**config.mk**
```make
export PLATFORM = sky130hd
export DESIGN_NAME = piso_rr_scheduler
export DESIGN_NICKNAME = d
export VERILOG_FILES = /design/src/rtl/piso_rr_scheduler.sv
export SDC_FILE = /design/constraint.sdc
export NUM_CORES = 1
export LEC_CHECK = 0
export BUFFER_PORTS_ARGS = -buffer_cell sky130_fd_sc_hd__buf_4
export CORE_MARGIN = 2
export CORE_UTILIZATION = 52
export CTS_BUF_LIST = sky130_fd_sc_hd__clkbuf_8
export CTS_CLUSTER_DIAMETER = 60
export DETAILED_ROUTE_END_ITERATION = 6
export PLACE_DENSITY = 0.86
export SLEW_MARGIN = 20
export SYNTH_ARGS = -nofsm -noshare
export SYNTH_HDL_FRONTEND = slang
export SYNTH_SLANG_ARGS = --single-unit
```
**constraint.sdc**
```tcl
create_clock -name clk -period 2.5 [get_ports clk]
set_input_delay 0.375 -clock clk [delete_from_list [all_inputs] [get_ports clk]]
set_output_delay 0.375 -clock clk [all_outputs]
set_load 0.02 [all_outputs]
```
**src/rtl/piso_rr_scheduler.sv**
```systemverilog
// rtl/piso_rr_scheduler.sv - round-robin arbitrated LSB-first parallel-to-serial shifter
module piso_rr_scheduler #(
  parameter int NUM_REQ = 4,
  parameter int WIDTH   = 4,
  parameter int ID_W    = (NUM_REQ > 1) ? $clog2(NUM_REQ) : 1
) (
  input  logic                     clk,
  input  logic                     reset,
  input  logic [NUM_REQ-1:0]       req_valid_i,
  input  logic [NUM_REQ*WIDTH-1:0] req_data_i,
  output logic [NUM_REQ-1:0]       req_ready_o,
  output logic                     serial_o,
  output logic                     valid_o,
  output logic                     sof_o,
  output logic                     eof_o,
  output logic [ID_W-1:0]          src_o,
  output logic                     busy_o
);

  localparam int CNT_W = $clog2(WIDTH);
  localparam logic [CNT_W-1:0] LAST = CNT_W'(WIDTH - 1);

  typedef enum logic {IDLE, SHIFT} state_t;

  state_t           state, state_nxt;
  logic [WIDTH-1:0] shreg;
  logic [CNT_W-1:0] cnt;
  logic [ID_W-1:0]  ptr;
  logic [ID_W-1:0]  src_q;
  logic [ID_W-1:0]  win;
  logic [ID_W-1:0]  ptr_nxt;
  logic             any_valid;
  logic             load_ok;
  logic             accept;
  int               idx;

  // Round-robin search starting at ptr; first valid requester wins.
  always_comb begin
    win       = '0;
    any_valid = 1'b0;
    idx       = 0;
    for (int i = 0; i < NUM_REQ; i++) begin
      idx = int'(ptr) + i;
      if (idx >= NUM_REQ) idx = idx - NUM_REQ;
      if (!any_valid && req_valid_i[idx]) begin
        any_valid = 1'b1;
        win       = idx[ID_W-1:0];
      end
    end
  end

  // Load window, grant and next-state decode (the eof cycle doubles as a load slot).
  always_comb begin
    load_ok     = (state == IDLE) || (cnt == LAST);
    accept      = load_ok && any_valid && !reset;
    req_ready_o = accept ? (NUM_REQ'(1) << win) : '0;
    ptr_nxt     = (win == ID_W'(NUM_REQ - 1)) ? '0 : win + 1'b1;
    state_nxt   = state;
    case (state)
      IDLE:    if (accept) state_nxt = SHIFT;
      SHIFT:   if (cnt == LAST && !accept) state_nxt = IDLE;
      default: state_nxt = IDLE;
    endcase
  end

  // State register, shifter, bit counter, source tag and pointer.
  always_ff @(posedge clk) begin
    if (reset) begin
      state <= IDLE;
      shreg <= '0;
      cnt   <= '0;
      src_q <= '0;
      ptr   <= '0;
    end else begin
      state <= state_nxt;
      if (accept) begin
        shreg <= req_data_i[win*WIDTH +: WIDTH];
        cnt   <= '0;
        src_q <= win;
        ptr   <= ptr_nxt;
      end else if (state == SHIFT) begin
        if (cnt == LAST) begin
          shreg <= '0;
          cnt   <= '0;
        end else begin
          shreg <= shreg >> 1;
          cnt   <= cnt + 1'b1;
        end
      end
    end
  end

  // Serial outputs decode straight from registered state; shreg is zero when idle.
  always_comb begin
    valid_o  = (state == SHIFT);
    busy_o   = valid_o;
    serial_o = shreg[0];
    sof_o    = valid_o && (cnt == '0);
    eof_o    = valid_o && (cnt == LAST);
    src_o    = src_q;
  end

endmodule
```
## Yosys cells after proc, flatten, opt, wreduce, memory -nomap -nowiden

Cells that the tools add are included.

- Register bits after elaboration: 11
- Input port bits: 22

- Add/subtract/negate cells: 9
- Magnitude comparators: 8
- Equal/unequal tests: 2
- Shift-type cells: 2
- Multiplexer cells: 33
- Bitwise logic cells: 1
- Reduce and logical (&&, ||, !) cells: 17

Operator list:

| operator | number |
|---|---|
| $lt 32x4->1 const B | 4 |
| $mux 32 | 4 |
| $shiftx 16x5->4 | 1 |
| $mux 1 | 14 |
| $mux 2 | 6 |
| $mux 4 | 3 |
| $sub 3x3->4 const B | 3 |
| $ge 3x3->1 const B | 3 |
| $bmux 1 s2 | 4 |
| $logic_and 1x1->1 | 8 |
| $add 2x2->3 const B | 2 |
| $logic_not 1->1 | 5 |
| $add 2x1->2 const B | 2 |
| $eq 2x2->1 const B | 2 |
| $shl 1x2->4 const A | 1 |
| $sub 2x3->4 const B | 1 |
| $add 2x1->3 const B | 1 |
| $ge 2x3->1 const B | 1 |
| $mux 3 | 1 |
| $logic_not 2->1 | 1 |
| $pmux 1 s2 | 1 |
| $reduce_bool 2->1 | 1 |
| $reduce_or 2->1 | 1 |
| $logic_or 1x1->1 | 1 |
| $not 1->1 | 1 |

## Depth between registers and ports, before layout

Gate-level depths: netlist of the first run.

- Depth after elaboration: 21
- Mapped depth: 8

## Least setup slack after synthesis of the first run

Ideal clock, no wire load.

- Kind: register to output
- From: reg ptr[0]
- To: out req_ready_o[1]
- Arrival time: 1480 ps
- Required time: 2125 ps
- Slack: 645 ps
- Stages on the path, launching flop included: 8
- Buffers on the path: 1
- Path through: dfxtp_1 -> nand2b_1 -> a21o_1 -> or3b_1 -> buf_6 -> inv_1 -> ha_1 -> and2_1

- Elaborated cells on any way between the ends: 45
- Classes of those cells: add/sub: 7; order compare: 4; shift: 1; mux: 25; reduce/logical: 8

RTL lines:

| item | RTL line | text |
|---|---|---|
| from (decl) | 28 | `logic [ID_W-1:0] ptr;` |
| from (signal assigned) | 80 | `ptr <= ptr_nxt;` |
| parallel branches: the longest is 14 deep, another holds $sub 3x3->4 | -- |  |
| $mux 2 (*) | 45 | `if (!any_valid && req_valid_i[idx]) begin` |
| via win[0] | 30 | `logic [ID_W-1:0] win;` |
| $shl 1x2->4 (*) | 56 | `req_ready_o = accept ? (NUM_REQ'(1) << win) : '0;` |
| $mux 4 (*) | 56 |  |
| to (decl) | 11 | `output logic [NUM_REQ-1:0] req_ready_o,` |

Mark *: on every way through the listed nets, which the timed path passes. The select of a mux whose other input is x is not followed.

## Final worst setup path of the first run

- From: reg ptr[0]
- To: out req_ready_o[0]

- Longest elaborated chain between the ends: 18
- Elaborated cells on any way between the ends: 45
- Classes of those cells: add/sub: 7; order compare: 4; shift: 1; mux: 25; reduce/logical: 8

RTL lines:

| item | RTL line |
|---|---|
| parallel branches: the longest is 17 deep, another holds $sub 3x3->4 | -- |
| $mux 4 (*) | 56 |

Every way passes the cells marked *. The select of a mux whose other input is x is not followed.

==> impl_metrics.json, run 1 <==
{
  "status": "finished clean",
  "areaGrowthSynthToFinish_pct": 37.4,
  "slew_headroom": 0.745,
  "grt_pass1_wl_um": 3240,
  "stdcell_count": 141,
  "skew_ps": 1.07,
  "ys_seq_elements": 11,
  "io_pins": 33,
  "synth_commonest_cells": "11 x dfxtp_1, 9 x mux2i_1, 9 x nand2_1",
  "synth_top_area_frac": 0.285,
  "port-buffer-count": 32,
  "drtAntennaViolNets": 0,
  "cts_buffers": 3,
  "synth_mux_area_frac": 0.117,
  "setup_viol": 0,
  "hold_buffers": 0,
  "synthCells": 92,
  "first_iter_violations": 11,
  "synth_compound_area_frac": 0.164,
  "vias": 770,
  "diodes": 0,
  "drt_first_pass_iters": 4,
  "dp.cells": 137,
  "required_ps": 2120,
  "cts_tree": "built",
  "clockBufferDepth": 2,
  "routedWlPerCell_um": 13.1,
  "clock_latency_ps": 240,
  "yosys_warnings": 0,
  "clock.fmax_mhz": 452,
  "syn_nets": 120,
  "synthSimpleGateAreaFrac": 0.284,
  "final_core_util": 0.786,
  "yosys.area_share.adder": 0.0972,
  "rsz0062_at_grt": "false",
  "cts_resized": 0,
  "critPathLaunch": "ptr[0]",
  "avgSynthCellArea_um2": 8.39,
  "cp_max_fo": 5,
  "cts.sink_count": 11,
  "dp_hpwl_um": 1480,
  "synth_top_family_by_area": "simple AND/OR/NAND/NOR gates",
  "rows": 13,
  "drcViolationCount": 0,
  "hold_path_class": "in -> reg",
  "grt_pass1_vias": 743,
  "cts-root-buf": "clkbuf_8",
  "fp.dieW_um": 42.5,
  "yosysUniqueCellTypes": 29,
  "synth_edf_count": 0,
  "postCtsSetupBuffers": 0,
  "hold_depth": 2,
  "synthXorXnorAreaFrac": 0,
  "finalWirelength_um": 1850,
  "drt-met1-wl_um": 836,
  "period_share": 0.885,
  "die_height_um": 42.5,
  "h-tree-depth": 1,
  "r2r-start": "ptr[0]",
  "r2r_end": "shreg[2]",
  "wl_met2_um": 910,
  "worst_pin_slew_ps": 378,
  "final_layout_size_suffix_gt1_frac": 0.302,
  "cp-start-kind": "flop",
  "synthFlopType": "dfxtp_1",
  "nets": 155,
  "drv_slew": 0,
  "yosysSeqAreaShare": 0.285,
  "start_util": 0.572,
  "holdPathEnd": "busy_o",
  "yosysMostFrequentCell": "dfxtp_1",
  "synthTopCellsByArea": "dfxtp_1 29%, mux2i_1 12%, ha_1 9.7%, a21oi_1 5.2%, and2_1 4.9%",
  "gp_congestion": 0.776,
  "power.leakage_nw": 0.532,
  "antenna_found_initial": 0,
  "setup-tns-final_ps": 0,
  "worstPathArrival_ps": 1840,
  "vdd_ir_drop_max_mv": 0.439,
  "powerDensity_nw_per_um2": 519,
  "criticalPathCategory": "reg -> out",
  "wl_met3_um": 75,
  "viasPerCell": 5.46,
  "netlist_area_um2": 772,
  "gr-total-overflow": 0,
  "async_flop_share": 0,
  "track_usage": 0.235,
  "dieArea_um2": 1810,
  "grt_max_degree": 13,
  "timing_hold_violations_final": 0,
  "period_minus_slack_ps": 2210,
  "r2r_cells": 6,
  "design.core.area_um2": 1350,
  "cp-end-kind": "primary output",
  "yosysTopAreaCell": "dfxtp_1",
  "rrSetupSlack_ps": 760,
  "path_clk_slew_ps": 50,
  "min-delay-start": "reset",
  "maxCapViolations": 0,
  "maxUsedRoutingLayer": "met4"
}
==> per-layer routing <==
layer | global-route usage | vias to the layer above
met4 | 0.0938 | 0
li1 | - | 389
met2 | 0.394 | 21
met1 | 0.301 | 356
met3 | 0.0302 | 4
met5 | 0 | -
==> worst max-delay path, cell delays in order (launching register included) <==
cell and delay [ps]:
dfxtp_1 370, nand2b_1 150, a21o_1 120, or3b_1 420, ha_1 240, and2_1 140, buf_4 150
==> cells in the final DEF, fill, tap and decap left out, types with 4 or more instances in the layout <==
| cell type | n |
|---|---|
| and2_1 | 6 |
| a21oi_1 | 8 |
| buf_4 | 33 |
| nand2_1 | 9 |
| nor2_1 | 6 |
| o221ai_1 | 4 |
| inv_1 | 6 |
| nand2b_1 | 5 |
| ha_1 | 6 |
| mux2i_1 | 9 |
| dfxtp_1 | 11 |
==> how the worst max path moves through the flow <==
stage	endpoint	slack, ps	depth (start not counted)
floorplan	req_ready_o[1]	650	7
global placement	req_ready_o[0]	450	6
detailed placement	req_ready_o[3]	430	8
CTS	req_ready_o[0]	290	6
global route	req_ready_o[1]	160	7
finish	req_ready_o[0]	290	6
==> stage by stage <==
stage	area, um^2	total power, mW	worst slack [ps]	hold slack, ps
floorplan	772	0.316	645	471
global placement	1020	0.374	452	441
detailed placement	1020	0.381	426	444
CTS	1060	0.555	293	379
global route	1060	0.585	161	404
finish	1060	0.551	288	384
==> power by group <==
part	switching [mW]	total [mW]	internal (mW)	leakage [nW]
combinational	0.0857	0.172	0.0868	0.415
sequential	0.0130	0.206	0.193	0.0906
clock	0.0649	0.173	0.108	0.0269
total	0.164	0.551	0.387	0.532
==> area by class of cell <==
type                       count  area (um^2)
clock buffer                   3         41.3
clock inverter                 1         3.75
fill                         118          289
inverter                       5         18.8
multi-input combinational     73          510
sequential                    11          220
tap                           15         18.8
timing repair buffer          33          248
==> flip-flops by register name (all words and copies together) (netlist names) <==
register / flops
busy_o: 1
ptr: 2
cnt: 2
shreg: 4
src_o: 2
==> kinds of logic (layout without fill, tap and decap cells) <==
kind of cell    count (synthesis)  in the layout
simple gates                   39             39
compound gates                 19             19
buf+inv                         8             42
mux                             9              9
fa+ha+maj                       6              6
flops                          11             11
No activity file was read; power rests on OpenSTA's default activity.
==> inputs of run 2 (changes only) <==
- ABC_AREA: default -> 1
- CORE_UTILIZATION: 52 -> 57
- PLACE_DENSITY: 0.86 -> 0.87
==> run 2 against run 1 <==
Compared with the run above: via count increased by 65%; first-iteration DRC count increased by 91%; worst hold slack got worse by 65 ps; cell count increased by 77%.
==> impl_metrics.json, run 2 <==
{
  "worst_pin_slew_ps": 251,
  "drcViolationCount": 0,
  "setup_viol": 0,
  "grt_pass1_wl_um": 4050,
  "drt_first_pass_iters": 4,
  "cts_buffers": 3,
  "cts.sink_count": 11,
  "yosysMostFrequentCell": "nand2_1",
  "avgSynthCellArea_um2": 6.02,
  "syn_nets": 212,
  "power.internal_uw": 964,
  "gp_congestion": 0.886,
  "finalWirelength_um": 2880,
  "vdd_ir_drop_max_mv": 1.02,
  "clkPwrFrac": 0.082,
  "routedWlPerCell_um": 11.6,
  "maxCapViolations": 0,
  "rows": 15,
  "nets": 253,
  "required_ps": 2120,
  "fp.dieW_um": 48.1,
  "ys_seq_elements": 11,
  "grt_max_degree": 13,
  "sw_frac_of_total": 0.537,
  "final_layout_size_suffix_gt1_frac": 0.344,
  "slew_headroom": 0.832,
  "p_comb_frac": 0.783,
  "cts_tree": "built",
  "start_util": 0.621,
  "hold_path_class": "in -> reg",
  "yosys_warnings": 0,
  "first_iter_violations": 21,
  "hold_slack_ps": 319,
  "top_register": "shreg",
  "synthTopCellsByArea": "dfxtp_1 20%, nand2_1 19%, inv_1 12%, nand3_1 7.7%, ha_1 6.8%",
  "areaGrowthSynthToFinish_pct": 35.7,
  "period_share": 0.978,
  "cts-root-buf": "clkbuf_8",
  "viasPerCell": 5.12,
  "netlist_area_um2": 1110,
  "powerDensity_nw_per_um2": 1380,
  "vias": 1274,
  "die_height_um": 48.1,
  "most-common-layout-cells": "54 x nand2_1, 37 x inv_1, 37 x buf_4",
  "criticalPathCategory": "reg -> out",
  "period_minus_slack_ps": 2450,
  "io_pins": 33,
  "dp.cells": 239,
  "stdcell_count": 249,
  "largest_reg_flops": 4,
  "path_clk_slew_ps": 50,
  "timing_hold_violations_final": 0,
  "dp_hpwl_um": 1990,
  "port-buffer-count": 32,
  "synth_top_area_frac": 0.199,
  "status": "finished clean",
  "synth_edf_count": 0,
  "diodes": 0,
  "antenna_found_initial": 0,
  "skew_ps": 4.85,
  "power.leakage_nw": 0.862,
  "design.core.area_um2": 1780,
  "yosysUniqueCellTypes": 24,
  "clockBufferDepth": 2,
  "yosysSeqAreaShare": 0.199,
  "synth_commonest_cells": "57 x nand2_1, 36 x inv_1, 17 x nand3_1",
  "synthFlopType": "dfxtp_1",
  "cp_max_fo": 10,
  "h-tree-depth": 1,
  "final_common_cell": "nand2_1",
  "share_seq_of_total_power": 0.135,
  "grt_pass1_vias": 1088,
  "cp-start-kind": "flop",
  "yosysTopAreaCell": "dfxtp_1",
  "clock_latency_ps": 240,
  "track_usage": 0.247,
  "synthCells": 184,
  "worstPathArrival_ps": 2070,
  "gr-total-overflow": 0,
  "cp-end-kind": "primary output",
  "hold_buffers": 0,
  "nFillCells": 118,
  "power_switching_mw": 1.12,
  "dieArea_um2": 2310,
  "clock.fmax_mhz": 409,
  "drtAntennaViolNets": 0,
  "async_flop_share": 0,
  "drv_slew": 0
}
-- run 2: path summary, 6_finish.rpt --
check | startpoint | to | slack, ps | depth (start not counted)
setup / recovery | ptr[0] | req_ready_o[3] | 50 | 14
hold / removal | reset | shreg[1] | 320 | 2
setup reg to reg | ptr[0] | shreg[1] | 430 | 15
hold reg to reg | src_o[0] | src_o[0] | 480 | 2
-- run 2: critical path: stages, from the launching register on --
cell,delay [ps]
dfxtp_2,320
buf_6,130
inv_8,80
nand2_1,80
nand3_2,80
nand2_2,100
inv_2,80
nand2_1,70
nand2_2,110
nand2_2,70
nor2_4,220
ha_4,160
inv_1,30
nor2_1,120
buf_4,160
-- run 2: power groups by stage --
| stage | Sequential, mW | Combinational, mW | Clock (mW) |
|---|---|---|---|
| final | 0.281 | 1.63 | 0.170 |
| after global routing | 0.285 | 1.80 | 0.178 |
| after CTS | 0.272 | 1.34 | 0.172 |
| after detailed placement | 0.272 | 1.32 | 0 |
| after global placement | 0.269 | 1.30 | 0 |
| after floorplan | 0.294 | 1.03 | 0 |
-- run 2: metal layers --
| layer | track usage | vias to the layer above | part of all wire |
|---|---|---|---|
| li1 | - | 644 | - |
| met1 | 0.271 | 568 | 0.42 |
| met2 | 0.443 | 54 | 0.50 |
| met3 | 0.0642 | 8 | 0.056 |
| met4 | 0.108 | 0 | 0.026 |
| met5 | 0 | - | 0 |
-- run 2: through the flow --
step                      power, mW  setup TNS, ps   util  worst slack (ps)  area (um^2)
after global placement         1.57              0  0.761               303         1360
after global routing           2.26           -112  0.843             -53.1         1500
final                          2.08              0  0.843              54.0         1500
after CTS                      1.79              0  0.786              7.50         1400
after floorplan                1.32              0      -               440         1110
after detailed placement       1.59              0  0.761               261         1360
-- run 2: what timing repair did --
item	4_1_cts	5_1_grt
endpoints found under the setup margin	0	4
resized for setup	0	15
setup buffers	0	5
endpoints found under the hold margin	0	0
-- run 2: area by class of cell --
cell class,count,area (um^2),share of cell area
flip-flops and latches,11,223,0.148
inverters,42,170,0.113
well taps,25,31.3,0.0208
multi-input cells,128,739,0.492
repair buffers,39,294,0.196
clock buffers,3,41.3,0.0275
clock inverters,1,3.75,0.00250
-- run 2: cell families after synthesis --
| kind of cell | count (synthesis) | share of synthesized area |
|---|---|---|
| DFF | 11 | 0.199 |
| buffers and inverters | 45 | 0.176 |
| AOI/OAI and AO/OA | 14 | 0.0701 |
| and+or+nand+nor | 108 | 0.487 |
| adders and majority gates | 6 | 0.0678 |
